[src/rtl/leaf_controller_pkg.sv]
// Shared message-format definitions for the leaf controller: type codes,
// field positions, controller states and the result word layout.
package leaf_controller_pkg;

   localparam int MSG_W     = 64;
   localparam int TYPE_LSB  = 40;
   localparam int FLAGS_LSB = 0;

   localparam logic [7:0] START_DECODING_MSG      = 8'h01;
   localparam logic [7:0] MEASUREMENT_DATA_HEADER = 8'h02;

   typedef enum logic [2:0] {
      IDLE,
      WAIT_HEADER,
      LOAD_DATA,
      DECODE,
      SEND_RESULT
   } state_t;

   typedef struct packed {
      logic [7:0]  dest;
      logic [7:0]  src;
      logic [7:0]  iters;
      logic [15:0] cycles;
      logic [22:0] rsvd;
      logic        sat;
   } result_t;

   function automatic logic [7:0] msg_type(input logic [MSG_W-1:0] msg);
      return msg[TYPE_LSB +: 8];
   endfunction

endpackage

[src/rtl/leaf_controller.sv]
// Leaf-side decode controller: collects measurement payload from the root hub,
// launches the decoder, times it, and returns a single result message.
module leaf_controller
   import leaf_controller_pkg::*;
#(
   parameter logic [7:0] LEAF_ID    = 8'd1,
   parameter int         MEAS_WORDS = 2
) (
   input  logic                         clk,
   input  logic                         reset,
   input  logic [MSG_W-1:0]             rx_data,
   input  logic                         rx_valid,
   output logic                         rx_ready,
   output logic [MSG_W-1:0]             tx_data,
   output logic                         tx_valid,
   input  logic                         tx_ready,
   output logic [MSG_W*MEAS_WORDS*2-1:0] meas_data,
   output logic                         multi_fpga,
   output logic                         fusion_on,
   output logic                         decode_start,
   input  logic                         decode_done,
   input  logic [7:0]                   decode_iters
);

   localparam int NUM_WORDS = 2 * MEAS_WORDS;
   localparam int CNT_W     = (MEAS_WORDS > 1) ? $clog2(MEAS_WORDS) : 1;
   localparam int IDX_W     = $clog2(NUM_WORDS);

   state_t           state_q, state_d;
   logic             stage_q;
   logic [CNT_W-1:0] word_cnt_q;
   logic [15:0]      cyc_q, cyc_inc;
   logic [MSG_W-1:0] meas_q [NUM_WORDS];
   logic [IDX_W-1:0] widx;
   logic [7:0]       rx_type;
   logic             rx_fire, last_word, enter_decode;
   result_t          result;

   assign rx_fire      = rx_valid && rx_ready;
   assign rx_type      = msg_type(rx_data);
   assign last_word    = (word_cnt_q == CNT_W'(MEAS_WORDS - 1));
   assign widx         = stage_q ? IDX_W'(MEAS_WORDS) + IDX_W'(word_cnt_q) : IDX_W'(word_cnt_q);
   assign enter_decode = (state_q == LOAD_DATA) && (state_d == DECODE);
   assign cyc_inc      = (cyc_q == 16'hFFFF) ? cyc_q : cyc_q + 16'd1;

   // NOTE: all sequential state uses non-blocking assignments so every register samples pre-edge values.
   always_ff @(posedge clk) begin
      if (reset) state_q <= IDLE;
      else       state_q <= state_d;
   end

   always_comb begin
      // NOTE: default first so no path through the case leaves state_d unassigned (no latch).
      state_d = state_q;
      unique case (state_q)
         IDLE:        if (rx_fire && rx_type == START_DECODING_MSG) state_d = WAIT_HEADER;
         WAIT_HEADER: if (rx_fire && rx_type == MEASUREMENT_DATA_HEADER) state_d = LOAD_DATA;
         LOAD_DATA:   if (rx_fire && last_word)
                         state_d = (fusion_on && !stage_q) ? WAIT_HEADER : DECODE;
         DECODE:      if (decode_done) state_d = SEND_RESULT;
         SEND_RESULT: if (tx_ready) state_d = IDLE;
         default:     state_d = IDLE;
      endcase
   end

   always_comb begin
      rx_ready = 1'b0;
      tx_valid = 1'b0;
      unique case (state_q)
         IDLE, WAIT_HEADER, LOAD_DATA: rx_ready = 1'b1;
         SEND_RESULT:                  tx_valid = 1'b1;
         default:                      ;
      endcase
   end

   // The done cycle itself counts, so the captured value is the incremented one.
   always_comb begin
      result        = '0;
      result.src    = LEAF_ID;
      result.iters  = decode_iters;
      result.cycles = cyc_inc;
      result.sat    = (cyc_inc == 16'hFFFF);
   end

   always_ff @(posedge clk) begin
      if (reset) begin
         multi_fpga   <= 1'b0;
         fusion_on    <= 1'b0;
         stage_q      <= 1'b0;
         word_cnt_q   <= '0;
         cyc_q        <= '0;
         tx_data      <= '0;
         decode_start <= 1'b0;
         // NOTE: the measurement buffer is a visible output, so it is cleared on reset like any other register.
         for (int i = 0; i < NUM_WORDS; i++) meas_q[i] <= '0;
      end else begin
         decode_start <= enter_decode;
         unique case (state_q)
            IDLE: begin
               if (rx_fire && rx_type == START_DECODING_MSG) begin
                  multi_fpga <= rx_data[FLAGS_LSB];
                  fusion_on  <= rx_data[FLAGS_LSB+1];
                  stage_q    <= 1'b0;
               end
            end
            WAIT_HEADER: begin
               if (rx_fire && rx_type == START_DECODING_MSG) begin
                  multi_fpga <= rx_data[FLAGS_LSB];
                  fusion_on  <= rx_data[FLAGS_LSB+1];
               end else if (rx_fire && rx_type == MEASUREMENT_DATA_HEADER) begin
                  stage_q    <= rx_data[FLAGS_LSB];
                  word_cnt_q <= '0;
               end
            end
            LOAD_DATA: begin
               if (rx_fire) begin
                  meas_q[widx] <= rx_data;
                  word_cnt_q   <= word_cnt_q + CNT_W'(1);
               end
            end
            DECODE: begin
               cyc_q <= cyc_inc;
               if (decode_done) tx_data <= result;
            end
            default: ;
         endcase
         if (enter_decode) cyc_q <= '0;
      end
   end

   for (genvar g = 0; g < NUM_WORDS; g++) begin : g_meas_out
      assign meas_data[g*MSG_W +: MSG_W] = meas_q[g];
   end

endmodule

[config.mk]
export PLATFORM = sky130hd
export DESIGN_NAME = leaf_controller
export DESIGN_NICKNAME = d
export VERILOG_FILES = /design/src/rtl/leaf_controller_pkg.sv /design/src/rtl/leaf_controller.sv
export SDC_FILE = /design/constraint.sdc
export NUM_CORES = 1
export LEC_CHECK = 0
export ABC_AREA = 1
export BUFFER_PORTS_ARGS = -buffer_cell sky130_fd_sc_hd__buf_2
export CAP_MARGIN = 20
export CORE_MARGIN = 2
export CORE_UTILIZATION = 45
export CTS_CLUSTER_DIAMETER = 80
export DETAILED_ROUTE_END_ITERATION = 10
export HOLD_SLACK_MARGIN = 0.02
export MAX_ROUTING_LAYER = met4
export PLACE_DENSITY = 0.75
export SLEW_MARGIN = 10
export SYNTH_ARGS = -nofsm -noshare
export SYNTH_HDL_FRONTEND = slang
export SYNTH_SLANG_ARGS = --single-unit
[constraint.sdc]
create_clock -name clk -period 6.55 [get_ports clk]
set_input_delay 1.31 -clock clk [delete_from_list [all_inputs] [get_ports clk]]
set_output_delay 1.31 -clock clk [all_outputs]
set_load 0.005 [all_outputs]
==> results.yml <==
routing:
  routed_wl_mm: 31.6
  maxUsedRoutingLayer: "met4"
  drtAntennaViolNets: 0
  dr_wl_met2_mm: 15.6
  wl_per_cell_um: 18.1
  vias: 8750
  met1_length_mm: 12.1
  vias_per_cell: 5.01
  drtIter0Drc: 1135
  route.met3.wl_mm: 2.65
  remaining_drc_errors: 30
  drtPass1Iterations: 9
global_routing:
  grt_max_degree: 82
  grt-ovfl-total: 0
  grtUsageTotal_pct: 22.1
  grt_antenna_before_repair: 4
  grt_first_pass_wirelength_mm: 46.7
  grt_pass1_vias: 8241
clock_tree:
  cts_max_path_buffers: 3
  cts_resized: 0
  cts_tree: "done"
  postCtsHoldBufs: 0
  htree_levels: 1
  cts_buffers: 31
  cts_sinks: 306
  cts_setup_buffers: 0
  cts.reportedPaths.clkPinSlew_ns: 0.06
  root_buffer: "clkbuf_16"
  insertion_delay_ns: 0.55
sta:
  worst_pin_slew_ns: 1.02
  setup_viol: 0
  fin_skew_ns: 0.0153
  max_freq_mhz: 300
  period_share_pct: 50.9
  max_slew_margin_pct: 31.8
  tns_ns: 0
  hold_slack_ns: 0.468
  drv_slew: 0
  finalCriticalPeriod_ns: 3.33
  final-hold-violation-count: 0
  rsz0062_at_grt: "no"
critical_path:
  cp-end-kind: "register"
  r2r_start: "state_q[2]$_SDFF_PP0_"
  critPathArrivalTime_ns: 3.49
  critPathCapture: "meas_q[1][46]$_SDFFCE_PN0P_"
  cp.required_ns: 6.70
  crit_start: "reset"
  r2r-end: "meas_q[1][46]$_SDFFCE_PN0P_"
  ff2ff_path_depth: 9
  path_class: "in -> reg"
  critPathLaunchType: "primary input"
  path_max_fanout: 64
  r2r_slack_ns: 3.94
yosys:
  synth_area_um2: 12000
  synthFlopType: "edfxtp_1"
  yosys_warnings: 0
  synth_edf_count: 256
  synth-seq-cells: 306
  ys_seq_area_share_pct: 72.2
  syn-instance-count: 1025
  syn_area_per_cell_um2: 11.7
  synth_cell_type_count: 34
  async_flop_share_pct: 0
power_and_ir_drop:
  p_sw_share_pct: 21.4
  seqPwrFrac_pct: 54.8
  intPower_mw: 3.12
  p_clk_share_pct: 40.9
  comb_power_share_pct: 4.4
  p_total_mw: 3.97
  power.leakage_nw: 6.82
  p_per_area_nw_per_um2: 267
  p_sw_uw: 851
  peakVddDrop_mv: 0.203
die:
  die_area_um2: 28100
  io_pins: 402
  die_x_um: 168
  initial_core_util_pct: 46.1
  core-area_um2: 26100
  chipHeight_um: 168
  rows: 59
min_path:
  hold_class: "reg -> reg"
  hp-start: "tx_data[44]$_SDFFE_PP0P_"
final_layout:
  final_core_util_pct: 56.9
  drive_above_1_share_pct: 31.7
  syn_to_final_growth_pct: 23.6
  layout.nets: 1459
  fillers: 2165
  finalNonFillerCells: 1745
status:
  violations: "DRC"
  run_status: "finished, violations left"
place:
  gp_congestion: 0.848
  dp.cells: 1683
  dp_hpwl_mm: 21.3
  port_buffers: 363
run:
  cap_violations: 0
Yosys cell counts (all sizes together) (6+ instances only):
library cell  count  share of area, %
nand4             6              0.31
buf              62               4.0
xor2              6              0.44
o21a             10              0.62
nor3             63               2.7
o21bai            6              0.37
nor2            248               8.1
inv             109               3.4
edfxtp          256                64
nand3            16              0.75
dfxtp            50               8.3
o21ai            35               1.5
a21oi            19              0.82
nand2           113               3.7
clkbuf           20              0.62
layout by cell type, fill, tap and decap left out, drive strengths merged, types with 10 or more instances in the layout:
| cell | netlist | final |
|---|---|---|
| o21ai | 35 | 35 |
| inv | 109 | 111 |
| conb | 1 | 38 |
| nand3 | 16 | 16 |
| edfxtp | 256 | 256 |
| buf | 62 | 368 |
| dfxtp | 50 | 50 |
| a21oi | 19 | 19 |
| o21a | 10 | 10 |
| nand2 | 113 | 113 |
| clkbuf | 20 | 36 |
| nor2 | 248 | 248 |
| nor3 | 63 | 63 |
| clkinv | 1 | 15 |
metrics by stage:
step / area, um2 / setup slack, ns
after global routing: 14900 / 3.06
after floorplan: 12200 / 1.84
after global placement: 13900 / 2.77
after CTS: 14900 / 3.26
after detailed placement: 13900 / 2.71
final: 14900 / 3.22
cell type report:
cell class	instances	area, um2	area share (%)
Clock inverter	22	141	0.950
Tap cell	335	419	2.82
Inverter	110	418	2.81
Antenna cell	4	10.0	0.0673
Clock buffer	36	795	5.34
Sequential cell	306	8690	58.4
Timing Repair Buffer	368	1850	12.5
Multi-Input combinational cell	564	2550	17.1
power by group through the flow:
stage          combinational (mW)  sequential (mW)  clock, mW
6_report                    0.173             2.18       1.62
4_1_cts                     0.176             2.18       1.65
5_1_grt                     0.187             2.18       1.73
2_1_floorplan              0.0694             2.22          0
3_3_place_gp                0.173             2.21          0
3_5_place_dp                0.175             2.22          0
state kept, by name (all words and copies together), names as in the netlist:
| register | flops |
|---|---|
| meas_q | 256 |
| tx_data | 26 |
| cyc_q | 16 |
| state_q | 3 |
| decode_start | 1 |
| fusion_on | 1 |
| last_word | 1 |
| multi_fpga | 1 |
| stage_q | 1 |
layer usage:
| layer | up-vias | global-route usage, % |
|---|---|---|
| li1 | 4035 | - |
| met5 | - | - |
| met2 | 495 | 36.7 |
| met1 | 4140 | 26.8 |
| met3 | 80 | 4.11 |
| met4 | 0 | 8.62 |
critical path, stage by stage:
cell      delay [ns]
buf_2           0.26
clkinv_1        0.76
nand2_4         1.03
logic make-up (layout without fill, tap and decap cells):
logic type | count (synthesis) | in the layout | share of synthesized area [%]
DFF | 306 | 306 | 72.2
buffers and inverters | 192 | 536 | 8.11
and+or+nand+nor | 446 | 446 | 15.6
adders and majority gates | 1 | 1 | 0.104
other | 1 | 42 | 0.0312
xor gates and xnor gates | 7 | 7 | 0.509
AOI/OAI and AO/OA | 72 | 72 | 3.41
worst min-delay path by stage:
stage	endpoint	slack (ns)	depth (start not counted)
detailed placement	tx_data[46]$_SDFFE_PP0P_	0.46	2
global route	tx_data[42]$_SDFFE_PP0P_	0.50	2
CTS	tx_data[46]$_SDFFE_PP0P_	0.47	2
floorplan	tx_data[36]$_SDFFE_PP0P_	0.46	2
global placement	tx_data[41]$_SDFFE_PP0P_	0.45	2
finish	tx_data[44]$_SDFFE_PP0P_	0.47	2
Note: power is estimated with default switching activity, not from simulation.
